===== config.mk =====
export PLATFORM = sky130hd
export DESIGN_NAME = booth_encode_2bit_nbit
export DESIGN_NICKNAME = d
export VERILOG_FILES = /design/src/rtl/booth_encode_2bit_nbit_pkg.sv /design/src/rtl/booth_encode_2bit_nbit_digit_r4.sv /design/src/rtl/booth_encode_2bit_nbit.sv
export SDC_FILE = /design/constraint.sdc
export NUM_CORES = 1
export LEC_CHECK = 0
export CORE_UTILIZATION = 35
export CTS_CLUSTER_SIZE = 14
export DETAILED_ROUTE_END_ITERATION = 8
export HOLD_SLACK_MARGIN = 0.06
export PLACE_DENSITY = 0.66
export SLEW_MARGIN = 20
export SYNTH_ARGS = -nofsm -noshare
export SYNTH_HDL_FRONTEND = slang
export SYNTH_HIERARCHICAL = 1
export SYNTH_SLANG_ARGS = --single-unit
export TNS_END_PERCENT = 50

===== constraint.sdc =====
create_clock -name clk -period 2.2 [get_ports clk]
set_clock_uncertainty 0.1 [all_clocks]
set_input_delay 0.66 -clock clk [delete_from_list [all_inputs] [get_ports clk]]
set_output_delay 0.66 -clock clk [all_outputs]
set_load 0.05 [all_outputs]

===== src/rtl/booth_encode_2bit_nbit_pkg.sv =====
// Shared types for the radix-4 Booth recoder: one recoded digit as sign + 2-bit magnitude.
package booth_encode_2bit_nbit_pkg;

  localparam int N_DEFAULT = 32;

  typedef struct packed {
    logic sign;
    logic mag_hi;
    logic mag_lo;
  } booth_digit_t;

endpackage


===== src/rtl/booth_encode_2bit_nbit_digit_r4.sv =====
// One radix-4 Booth digit: triplet {b[2j+1], b[2j], b[2j-1]} -> sign + magnitude select.
module booth_digit_r4
  import booth_encode_2bit_nbit_pkg::*;
(
  input  logic [2:0]   triplet,
  output booth_digit_t digit
);

  always_comb begin
    // NOTE: default first so every path assigns digit; no latch can be inferred.
    digit = '0;
    unique case (triplet)
      3'b001, 3'b010: digit = '{sign: 1'b0, mag_hi: 1'b0, mag_lo: 1'b1};
      3'b011:         digit = '{sign: 1'b0, mag_hi: 1'b1, mag_lo: 1'b0};
      3'b100:         digit = '{sign: 1'b1, mag_hi: 1'b1, mag_lo: 1'b0};
      3'b101, 3'b110: digit = '{sign: 1'b1, mag_hi: 1'b0, mag_lo: 1'b1};
      default:        digit = '0;  // 000 and 111 are zero, never negative zero
    endcase
  end

endmodule


===== src/rtl/booth_encode_2bit_nbit.sv =====
// Radix-4 Booth recoder: signed N-bit operand -> N/2 digits, registered one stage.
module booth_encode_2bit_nbit
  import booth_encode_2bit_nbit_pkg::*;
#(
  parameter int N = N_DEFAULT
) (
  input  logic           clk,
  input  logic           rst,
  input  logic           a_valid,
  input  logic [N-1:0]   a,
  output logic           digit_valid,
  output logic [N/2-1:0] sign,
  output logic [N/2-1:0] mag_hi,
  output logic [N/2-1:0] mag_lo
);

  localparam int D = N / 2;

  // Bit 0 stands in for a[-1], which is always zero.
  logic [N:0]   a_ext;
  logic [D-1:0] nxt_sign, nxt_mag_hi, nxt_mag_lo;

  assign a_ext = {a, 1'b0};

  for (genvar j = 0; j < D; j++) begin : g_digit
    booth_digit_t enc;

    booth_digit_r4 u_digit (
      .triplet (a_ext[2*j+2 : 2*j]),
      .digit   (enc)
    );

    assign nxt_sign[j]   = enc.sign;
    assign nxt_mag_hi[j] = enc.mag_hi;
    assign nxt_mag_lo[j] = enc.mag_lo;
  end

  // NOTE: state registers use non-blocking assignments so all flops update together at the edge.
  always_ff @(posedge clk) begin
    if (rst) begin
      digit_valid <= 1'b0;
      sign        <= '0;
      mag_hi      <= '0;
      mag_lo      <= '0;
    end else begin
      digit_valid <= a_valid;
      if (a_valid) begin
        sign   <= nxt_sign;
        mag_hi <= nxt_mag_hi;
        mag_lo <= nxt_mag_lo;
      end
    end
  end

endmodule


Yosys cells after proc, flatten, opt, wreduce, memory -nomap -nowiden:

Cells that the tools add are included.

* bits in registers: 49
* input port bits: 35
* output and inout port bits: 49

* eq/ne operators: 93
* multiplexer cells: 16
* reductions and logical operators: 30

Operator list (number)
* case mux 3 bit (4 select lines): 15
* equality test 3 bit, second input constant: 45
* equality test 3 x 2 -> 1 bit, second input constant: 30
* OR reduction 2 bit: 30
* equality test 3 x 1 -> 1 bit, second input constant: 15
* case mux 3 bit (3 select lines): 1
* equality test 2 bit, second input constant: 2
* equality test 2 x 1 -> 1 bit, second input constant: 1

Longest topological paths before layout:

* depth in word-level cells: 3
* gate-level depth with buffers: 5

Modules after synthesis:

Netlist, hierarchy kept.

Modules (own cells, without submodules)
* booth_encode_2bit_nbit: times used 1, cells an instance 158, area each 1741.7 um^2, sequential area each 980.9 um^2
* booth_digit_r4: times used 16, cells an instance 5, area each 32.5 um^2, sequential area each 0.0 um^2

Least setup slack after synthesis:

No wires, ideal clock.

* path type: in2reg
* from: input a_valid
* to: register sign[10]
* arrival time: 1230 ps
* path slack: 753 ps
* stages: 5
* path buffers: 3
* cell sequence: buf_6 > buf_8 > buf_12 > mux2i_1 > nor2_1

RTL lines
* start: declaration: line booth_encode_2bit_nbit.sv:9 `input logic a_valid,`
* end signal: assignment: line booth_encode_2bit_nbit.sv:48 `sign <= nxt_sign;`
* end: declaration: line booth_encode_2bit_nbit.sv:12 `output logic [N/2-1:0] sign,`

==> summary.md <==
| Metric | Value |
|---|---|
| Worst hold path endpoint | `sign[13]` |
| R2R cell count | `2` |
| Num CTS Buffers | `5` |
| Clk slew on worst S/H paths | `0.08 ns` |
| Critical-path maximum fanout | `6` |
| Hold Worst Slack | `0.397 ns` |
| Register area share after synthesis | `0.434` |
| Clock Sink Count | `49` |
| IO Pins | `84` |
| Combinational share of power | `0.260` |
| Clock latency at the later pin of the worst-skew pair | `0.29 ns` |
| Final setup viols | `0` |
| Delay-heaviest family, CP | `buffers and inverters` |
| Crit share post-route | `0.793` |
| Die area | `slightly below 7000 sq um` |
| Max Cap Viol | `0` |
| Clk pwr share | `0.274` |
| Number of nets in the layout | `~360` |
| Number of synthesized register bits | `49` |
| Worst path depth | `5` |
| Hold buffer count at cts | `0` |
| Number of gates resized after cts | `0` |
| Buf/Inv on CP | `1` |
| Pleak | `1.46 nW` |
| Die height | `82.4 um` |
| Wire per inst | `11.4 um` |
| WL final | `4530 um` |
| RSZ-0062 raised after global routing | `false` |
| Sequential Power Share | `0.466` |
| Vias | `1812` |
| Fmax achieved | `573 MHz` |
| Worst Hold Path Cells | `2` |
| Total Power | `0.00207 W` |
| Buffers on Ports | `83` |
| Setup crit start kind | `input pin` |
| DR iter-0 viols | `29` |
| Worst r2r src | `sign[14]` |
| H-tree depth | `2` |
| # Post-CTS Setup Buffers | `0` |
| Setup Crit Path Kind | `input pin to register` |
| Gr usage total | `0.139` |
| Antenna diodes | `0` |
| Hold Crit Start | `sign[13]` |
| DIE WIDTH | `approximately 80 um` |
| Critical Path, Cell by Cell | `clkdlybuf4s50_1 -> or3b_1 -> o21ai_0 -> mux2i_1 -> nor2_1` |
| Sw Share | `0.308` |
| First-pass GRT wire length | `between 7000 and 8000 um` |
| Initial antenna violation count | `0` |
| Worst path arrival time | `1.87 ns` |
| Yosys cell types | `16` |
| Mapped cell area | `~2300 sq um` |
| CP Capture Type | `register` |
| Area growth, synth to finish | `37.6%` |
| Vias in the first global route | `around 1600` |
| Slew Viols, Final | `0` |
| Pwr Density | `666 nW/um^2` |
| Avg Inst Size Synth | `9.50 sq um` |
| Yosys warning total | `6` |
| NetSw | `0.000637 W` |
| DRC | `0` |
| Pre-antenna DRT Iters | `4` |
| Clock tree buffer depth | `2` |
| IR drop worst, VDD | `0.000412 V` |
| Share of layout cells above drive strength 1 | `0.189` |
| Met2 routed WL | `2090 um` |
| Gpl congestion | `0.704` |
| Largest net degree at the start of global routing | `50` |
| Uppermost layer routed | `met4` |
| Core box area | `roughly 6100 sq um` |
| Critical-path top delay cell | `clkdlybuf4s50_1` |
| Fin. Hold Viols | `0` |
| R2R Path End | `sign[14]` |
| Clk root buf | `clkbuf_8` |
| Syn Inst Count | `238` |
| Worst hold path class | `register to register` |
| HPWL Detailed | `3240 um` |
| Status | `complete, no violations` |
| Initial Util | `0.373` |
| Met3 routed WL | `285 um` |
| Setup TNS | `0 ns` |
| P_int | `0.00143 W` |
| Overflow after GRT | `0` |
| Cell Rows | `28` |
| Tmin final | `around 1.7 ns` |
| Worst endpoint required time | `2.33 ns` |
| Antenna viol nets, final | `0` |
| WL met1 | `2110 um` |
| Reg2Reg Setup Slack | `roughly 1.5 ns` |
| Vias/cell | `approximately 4.6` |
| Max stage delay on crit path | `between 0.5 and 0.6 ns` |
| CTS tree | `yes` |
==> area by class of cell <==
cell class | count | area [sq um]
fillers | 577 | 2950
clock inverters | 1 | 5.00
clock buffers | 7 | 96.3
multi-input cells | 180 | 1200
repair buffers | 85 | 738
flip-flops and latches | 49 | 981
well taps | 75 | 93.8
==> kinds of logic after synthesis <==
family	after synthesis	synth area share
AO/OA/AOI/OAI	16	0.0354
XOR/XNOR	16	0.0619
buffers and inverters	11	0.0398
flip-flops	49	0.434
multiplexers	48	0.212
other	1	0.00166
AND/OR/NAND/NOR	97	0.215
==> registers in the layout, indices dropped and copies added, names as in the netlist <==
name	cells
mag_hi	16
sign	16
mag_lo	16
digit_valid	1
==> power groups by stage <==
| stage | Combinational [W] | Clock, W | Sequential [W] |
|---|---|---|---|
| 2_1_floorplan | 0.000172 | 0 | 0.00117 |
| 3_3_place_gp | 0.000539 | 0 | 0.000986 |
| 3_5_place_dp | 0.000543 | 0 | 0.000986 |
| 4_1_cts | 0.000544 | 0.000593 | 0.000966 |
| 5_1_grt | 0.000576 | 0.000639 | 0.000973 |
| 6_report | 0.000538 | 0.000568 | 0.000965 |
==> metal layers <==
metal / GRT usage / vias to the layer above
li1: - / 953
met1: 0.179 / 805
met2: 0.221 / 49
met3: 0.0462 / 5
met4: 0.0421 / 0
met5: 0 / -
==> synthesized netlist by cell type <==
library cell  instances  area share
buf_8                 1      0.0066
nor2b_1               1      0.0028
mux2i_1              48        0.21
xor2_1               16       0.062
buf_6                 1      0.0050
and2_1               16       0.044
clkbuf_1              3      0.0050
dfxtp_1              49        0.43
buf_2                 2      0.0044
o21ai_0              16       0.035
or3b_1               16       0.062
buf_12                1      0.0088
nor2_1               48       0.080
conb_1                1      0.0017
buf_4                 3       0.010
nand2_1              16       0.027
==> worst reg2reg max path: cells and delay by family (launching register included) <==
kind | cells | cell delay, ns
simple gates | 1 | 0.06
mux | 1 | 0.13
flops | 1 | 0.33
==> worst max path at each step <==
stage               startpoint    endpoint  slack, ns
global route             a[23]  mag_hi[11]       0.38
floorplan              a_valid    sign[10]       0.75
CTS                      a[23]  mag_hi[11]       0.47
finish                   a[23]  mag_hi[11]       0.46
detailed placement       a[23]  mag_hi[11]       0.14
global placement          a[7]   mag_hi[3]       0.18
==> cells in the final DEF (no fill, tap or decap) <==
cell type / n
nand2_1: 16
o21ai_0: 16
clkinv_2: 1
xor2_1: 16
conb_1: 3
mux2i_1: 48
clkbuf_8: 7
dfxtp_1: 49
buf_12: 2
buf_4: 49
buf_2: 2
clkdlybuf4s50_1: 32
or3b_1: 16
nor2_1: 48
and2_1: 16
nor2b_1: 1
==> stage by stage <==
step	instance area (sq um)	setup WS, ns	std cells	utilization
2_1_floorplan	2270	0.753	240	-
3_3_place_gp	3010	0.185	389	0.497
3_5_place_dp	3010	0.144	389	0.497
4_1_cts	3110	0.469	397	0.514
5_1_grt	3110	0.378	397	0.514
6_report	3110	0.456	397	0.514
(Power assumes the default switching activity.)
